==> src/rtl/switch_debounce_pwm_defs.vh <==
// Default build constants for switch_debounce_pwm.
// 12 MHz board clock, 10 ms debounce window, 8-bit PWM.
`ifndef SWITCH_DEBOUNCE_PWM_DEFS_VH
`define SWITCH_DEBOUNCE_PWM_DEFS_VH
`define SDP_CLK_HZ 12000000
`define SDP_DEBOUNCE_CYCLES (`SDP_CLK_HZ / 100)
`define SDP_PWM_BITS 8
`endif

==> src/rtl/switch_debounce_pwm_pkg.sv <==
// Shared defaults for the switch conditioner / PWM slice.
// Pulls board constants from switch_debounce_pwm_defs.vh.
`include "switch_debounce_pwm_defs.vh"
package switch_debounce_pwm_pkg;
   localparam int CLK_HZ = `SDP_CLK_HZ;
   localparam int DEF_DEBOUNCE_CYCLES = `SDP_DEBOUNCE_CYCLES;
   localparam int DEF_PWM_BITS = `SDP_PWM_BITS;
   localparam int DEF_CNT_W = 17;
endpackage

==> src/rtl/switch_debounce_pwm_debounce.sv <==
// One switch channel: 2-flop synchroniser, stability counter,
// debounced level and 1-cycle rise/fall pulses.
// Ports: clk, rst (async high), sw (raw pad),
//   state (debounced), rise, fall (edge pulses).
module switch_debounce
   import switch_debounce_pwm_pkg::*;
#(
   parameter int DEBOUNCE_CYCLES = DEF_DEBOUNCE_CYCLES,
   parameter int CNT_W = DEF_CNT_W
) (
   input  logic clk,
   input  logic rst,
   input  logic sw,
   output logic state,
   output logic rise,
   output logic fall
);
   localparam logic [CNT_W-1:0] LAST = CNT_W'(DEBOUNCE_CYCLES - 1);

   logic q1;
   logic q2;
   logic [CNT_W-1:0] cnt;

   always_ff @(posedge clk or posedge rst) begin
      if (rst) begin
         q1    <= 1'b0;
         q2    <= 1'b0;
         cnt   <= '0;
         state <= 1'b0;
         rise  <= 1'b0;
         fall  <= 1'b0;
      end else begin
         q1   <= sw;
         q2   <= q1;
         rise <= 1'b0;
         fall <= 1'b0;
         if (q2 == state) begin
            cnt <= '0;
         end else if (cnt == LAST) begin
            // held long enough: accept and pulse on the same edge
            state <= q2;
            cnt   <= '0;
            rise  <= q2;
            fall  <= ~q2;
         end else begin
            cnt <= cnt + 1'b1;
         end
      end
   end
endmodule

==> src/rtl/switch_debounce_pwm.sv <==
// Multi-channel switch debouncer plus per-channel LED PWM.
// Ports: CLK12, RESET (async high), SW, DUTY (packed per channel),
//   SW_STATE, SW_RISE, SW_FALL, PWM_OUT (registered).
// Macro SWITCH_DEBOUNCE_PWM_BREATHE_EN: ramped fade replaces on/off gating.
module switch_debounce_pwm
   import switch_debounce_pwm_pkg::*;
#(
   parameter int NUM_CH = 3,
   parameter int DEBOUNCE_CYCLES = DEF_DEBOUNCE_CYCLES,
   parameter int CNT_W = DEF_CNT_W,
   parameter int PWM_BITS = DEF_PWM_BITS
) (
   input  logic                       CLK12,
   input  logic                       RESET,
   input  logic [NUM_CH-1:0]          SW,
   input  logic [NUM_CH*PWM_BITS-1:0] DUTY,
   output logic [NUM_CH-1:0]          SW_STATE,
   output logic [NUM_CH-1:0]          SW_RISE,
   output logic [NUM_CH-1:0]          SW_FALL,
   output logic [NUM_CH-1:0]          PWM_OUT
);
   logic [PWM_BITS-1:0] pc;
   logic [PWM_BITS-1:0] duty_q [NUM_CH];
   logic wrap;

   assign wrap = &pc;

   for (genvar g = 0; g < NUM_CH; g++) begin : g_ch
      switch_debounce #(
         .DEBOUNCE_CYCLES(DEBOUNCE_CYCLES),
         .CNT_W(CNT_W)
      ) u_db (
         .clk(CLK12),
         .rst(RESET),
         .sw(SW[g]),
         .state(SW_STATE[g]),
         .rise(SW_RISE[g]),
         .fall(SW_FALL[g])
      );
   end

   // duty only changes at the period boundary, so no runt pulses
   always_ff @(posedge CLK12 or posedge RESET) begin
      if (RESET) begin
         pc <= '0;
         for (int i = 0; i < NUM_CH; i++) duty_q[i] <= '0;
      end else begin
         pc <= pc + 1'b1;
         if (wrap) begin
            for (int i = 0; i < NUM_CH; i++)
               duty_q[i] <= DUTY[i*PWM_BITS +: PWM_BITS];
         end
      end
   end

`ifdef SWITCH_DEBOUNCE_PWM_BREATHE_EN
   logic [PWM_BITS-1:0] r [NUM_CH];

   // one ramp step per period; clamp wins so a lowered duty takes hold at once
   always_ff @(posedge CLK12 or posedge RESET) begin
      if (RESET) begin
         for (int i = 0; i < NUM_CH; i++) r[i] <= '0;
      end else if (wrap) begin
         for (int i = 0; i < NUM_CH; i++) begin
            if (r[i] > duty_q[i])
               r[i] <= duty_q[i];
            else if (SW_STATE[i] && (r[i] < duty_q[i]))
               r[i] <= r[i] + 1'b1;
            else if (!SW_STATE[i] && (r[i] != '0))
               r[i] <= r[i] - 1'b1;
         end
      end
   end

   always_ff @(posedge CLK12 or posedge RESET) begin
      if (RESET) begin
         PWM_OUT <= '0;
      end else begin
         for (int i = 0; i < NUM_CH; i++)
            PWM_OUT[i] <= (pc < r[i]);
      end
   end
`else
   always_ff @(posedge CLK12 or posedge RESET) begin
      if (RESET) begin
         PWM_OUT <= '0;
      end else begin
         for (int i = 0; i < NUM_CH; i++)
            PWM_OUT[i] <= SW_STATE[i] & (pc < duty_q[i]);
      end
   end
`endif
endmodule

==> config.mk <==
export PLATFORM = sky130hd
export DESIGN_NAME = switch_debounce_pwm
export DESIGN_NICKNAME = d
export VERILOG_FILES = /design/src/rtl/switch_debounce_pwm_pkg.sv /design/src/rtl/switch_debounce_pwm_debounce.sv /design/src/rtl/switch_debounce_pwm.sv
export VERILOG_INCLUDE_DIRS = /design/src /design/src/rtl
export SDC_FILE = /design/constraint.sdc
export NUM_CORES = 1
export LEC_CHECK = 0
export ABC_AREA = 1
export CORE_ASPECT_RATIO = 1.25
export CORE_UTILIZATION = 40
export DETAILED_ROUTE_END_ITERATION = 10
export GPL_TIMING_DRIVEN = 0
export PLACE_DENSITY = 0.61
export REMOVE_ABC_BUFFERS = 1
export SYNTH_ARGS = -nofsm -noshare
export SYNTH_HDL_FRONTEND = slang
export SYNTH_SLANG_ARGS = --single-unit
==> constraint.sdc <==
create_clock -name CLK12 -period 3.59 [get_ports CLK12]
set_input_delay 0.8975 -clock CLK12 [delete_from_list [all_inputs] [get_ports CLK12]]
set_output_delay 0.8975 -clock CLK12 [all_outputs]
set_load 0.01 [all_outputs]
==> metrics.txt <==
sequential area share after synthesis=0.480; Worst-path clk slew=0.08 ns; Routed WL=10000 µm; die height=130 µm; CTS root buf=clkbuf_16; Req. time, crit path=3.79 ns; Synth area leaders=dfrtp_1 (48%), nor2_1 (9.6%), nand2_1 (7.8%), ha_1 (5.9%), inv_1 (5.9%); slowest stage delay, CP=0.83 ns; fin crit period=2.41 ns; I/O Pins=around 40; cells after synthesis=631; maxcap violations=0; fin util=0.479; # setup viols final=0; synthesized cell area=5260 µm²; unrepaired setup endpoints after global routing=false; CP max stage cell=nand3_2; diodes inserted=0; final worst-path cycle share=0.673; Setup CP Type=register to register; clock buffer count from CTS=9; hold_buf cts=0; Die X=105 µm; Peak supply drop=0.000198 V; Max H-tree Level=3; status=completed; Post-CTS Resized=0; std cell rows=46; most frequent cells in the layout=nor2_1 (135), nand2_1 (110), dfrtp_1 (101); Top delay family on crit path=simple AND/OR/NAND/NOR gates; Synth Area per Inst=about 8.3 µm²; CORE AREA=approximately 13000 µm²; Yosys reg bits=101; commonest non-fill, non-tap cell in the layout=nor2_1; GRT Resource Usage Total=0.162; CTS tree=done; Clock Skew=around 0.012 ns; initial drt markers=154; vias in the first global route=4020; setup TNS=0 ns; Crit. End Element=register; Slew @ Worst Pin=1.10 ns; Min-Delay Path Class=register to register; Arr. time, crit path=about 2.6 ns; Nets=slightly above 700; Post-CTS Setup Inserts=0; IO buf count=40; Die ar.=13600 µm²; Remaining DRCs=0; initial antenna violation count=0; Avg WL per Cell=11.9 µm; leading area contributor after synthesis=dfrtp_1; TritonRoute pass-1 iters=4; cell mode on critical path=nand3_2; Max Transition Viols Final=0; Rel. slew slack=0.263; largest net degree at the start of global routing=75; startpoint types=register; Max Fclk=414 MHz; worst hold slack=roughly 0.36 ns; share of the synthesized area in the top cell type=0.480; synthesis-to-finish area growth=16.3%; Synth warnings=0; DP HPWL=7250 µm; routability cong.=0.878; worst path bufs/invs=0; leakage=0.00277 µW; Synth cell types=27; worst path cell trace=ha_1 > nand3_2 > nor2_4 > nand3_2 > nor2_1 > a21oi_2; CTS Buffer Depth=2; Vias=~4000; grt ovf=0; Power Dens Cells=388 nW/µm²; endpoints failing hold=0; ANT nets after route=0; critical-path maximum fanout=48; Vias/cell=between 4 and 5; Initial Utilization=0.412; CTS sink cnt=101; first-pass GRT wire length=approximately 18000 µm; worst skew pair latency=roughly 0.35 ns; share of cells above drive strength 1=0.0774
[registers in the layout, indices dropped and copies added, names as in the netlist]
name and count:
g_ch.u_db.q1 3, g_ch.u_db.q2 3, g_ch.u_db.state 3, g_ch.u_db.rise 3, PWM_OUT 3, duty_q 24, g_ch.u_db.cnt 51, g_ch.u_db.fall 3
pc 8
[where the power goes]
part | switching, µW | internal [µW]
Clock | 440 | 642
Sequential | 11.8 | 1160
Combinational | 69.5 | 54.7
[cells in the mapped netlist]
| cell | instances |
|---|---|
| xor2_1 | 28 |
| o21ai_1 | 2 |
| nor3b_1 | 3 |
| a21oi_1 | 11 |
| a211oi_1 | 3 |
| xnor2_1 | 5 |
| inv_2 | 2 |
| nor2_1 | 135 |
| nand2_2 | 1 |
| nor2_2 | 8 |
| a21oi_2 | 20 |
| nor3_1 | 12 |
| clkbuf_1 | 2 |
| buf_4 | 11 |
| o21bai_1 | 3 |
| nor2_4 | 1 |
| inv_1 | 83 |
| a31oi_1 | 1 |
| o21ai_0 | 10 |
| nand3_1 | 37 |
| buf_6 | 3 |
| dfrtp_1 | 101 |
| nand3_2 | 2 |
| nand4_1 | 10 |
| nand2_1 | 110 |
| and2_1 | 2 |
| ha_1 | 25 |
[cell families (layout without fill, tap and decap cells)]
logic type,Yosys count,in the layout,synth area share
flip-flops,101,101,0.480
AO/OA/AOI/OAI,50,50,0.0649
adder cells (fa/ha/maj),25,25,0.0594
buffers and inverters,101,142,0.0841
XOR/XNOR,33,33,0.0549
AND/OR/NAND/NOR,321,321,0.256
[per-stage QoR]
stage	instances	power [µW]	instance area, µm²	worst slack (ns)
floorplan	615	1260	5140	0.0454
global route	840	2480	6120	0.948
global placement	823	1310	5750	-1.48
finish	840	2380	6120	1.18
detailed placement	824	1320	5780	1.15
CTS	840	2410	6120	1.14
[final cells by class]
cell class	count	area, µm²
well taps	168	210
inverters	85	322
repair buffers	41	428
multi-input cells	429	2290
clock inverters	6	103
fillers	1234	6660
clock buffers	10	239
flip-flops and latches	101	2530
[final timing paths]
check	startpoint	slack, ns	endpoint	depth (start not counted)
max	pc[1]	1.18	duty_q[22]	6
min	g_ch[0].u_db.q1	0.36	g_ch[0].u_db.q2	0
max reg2reg	pc[1]	1.18	duty_q[22]	6
min reg2reg	g_ch[0].u_db.q1	0.36	g_ch[0].u_db.q2	0
max in group asynchronous	RESET	2.01	PWM_OUT[2]	3
min in group asynchronous	RESET	0.89	g_ch[1].u_db.rise	2
[metal layers]
layer	GRT usage	vias up	routed length [µm]
li1	-	2045	-
met1	0.196	1901	4550
met2	0.291	59	5090
met3	0.0285	10	268
met4	0.0621	0	114
met5	0	-	0
Power figures use the tool's default switching activity.
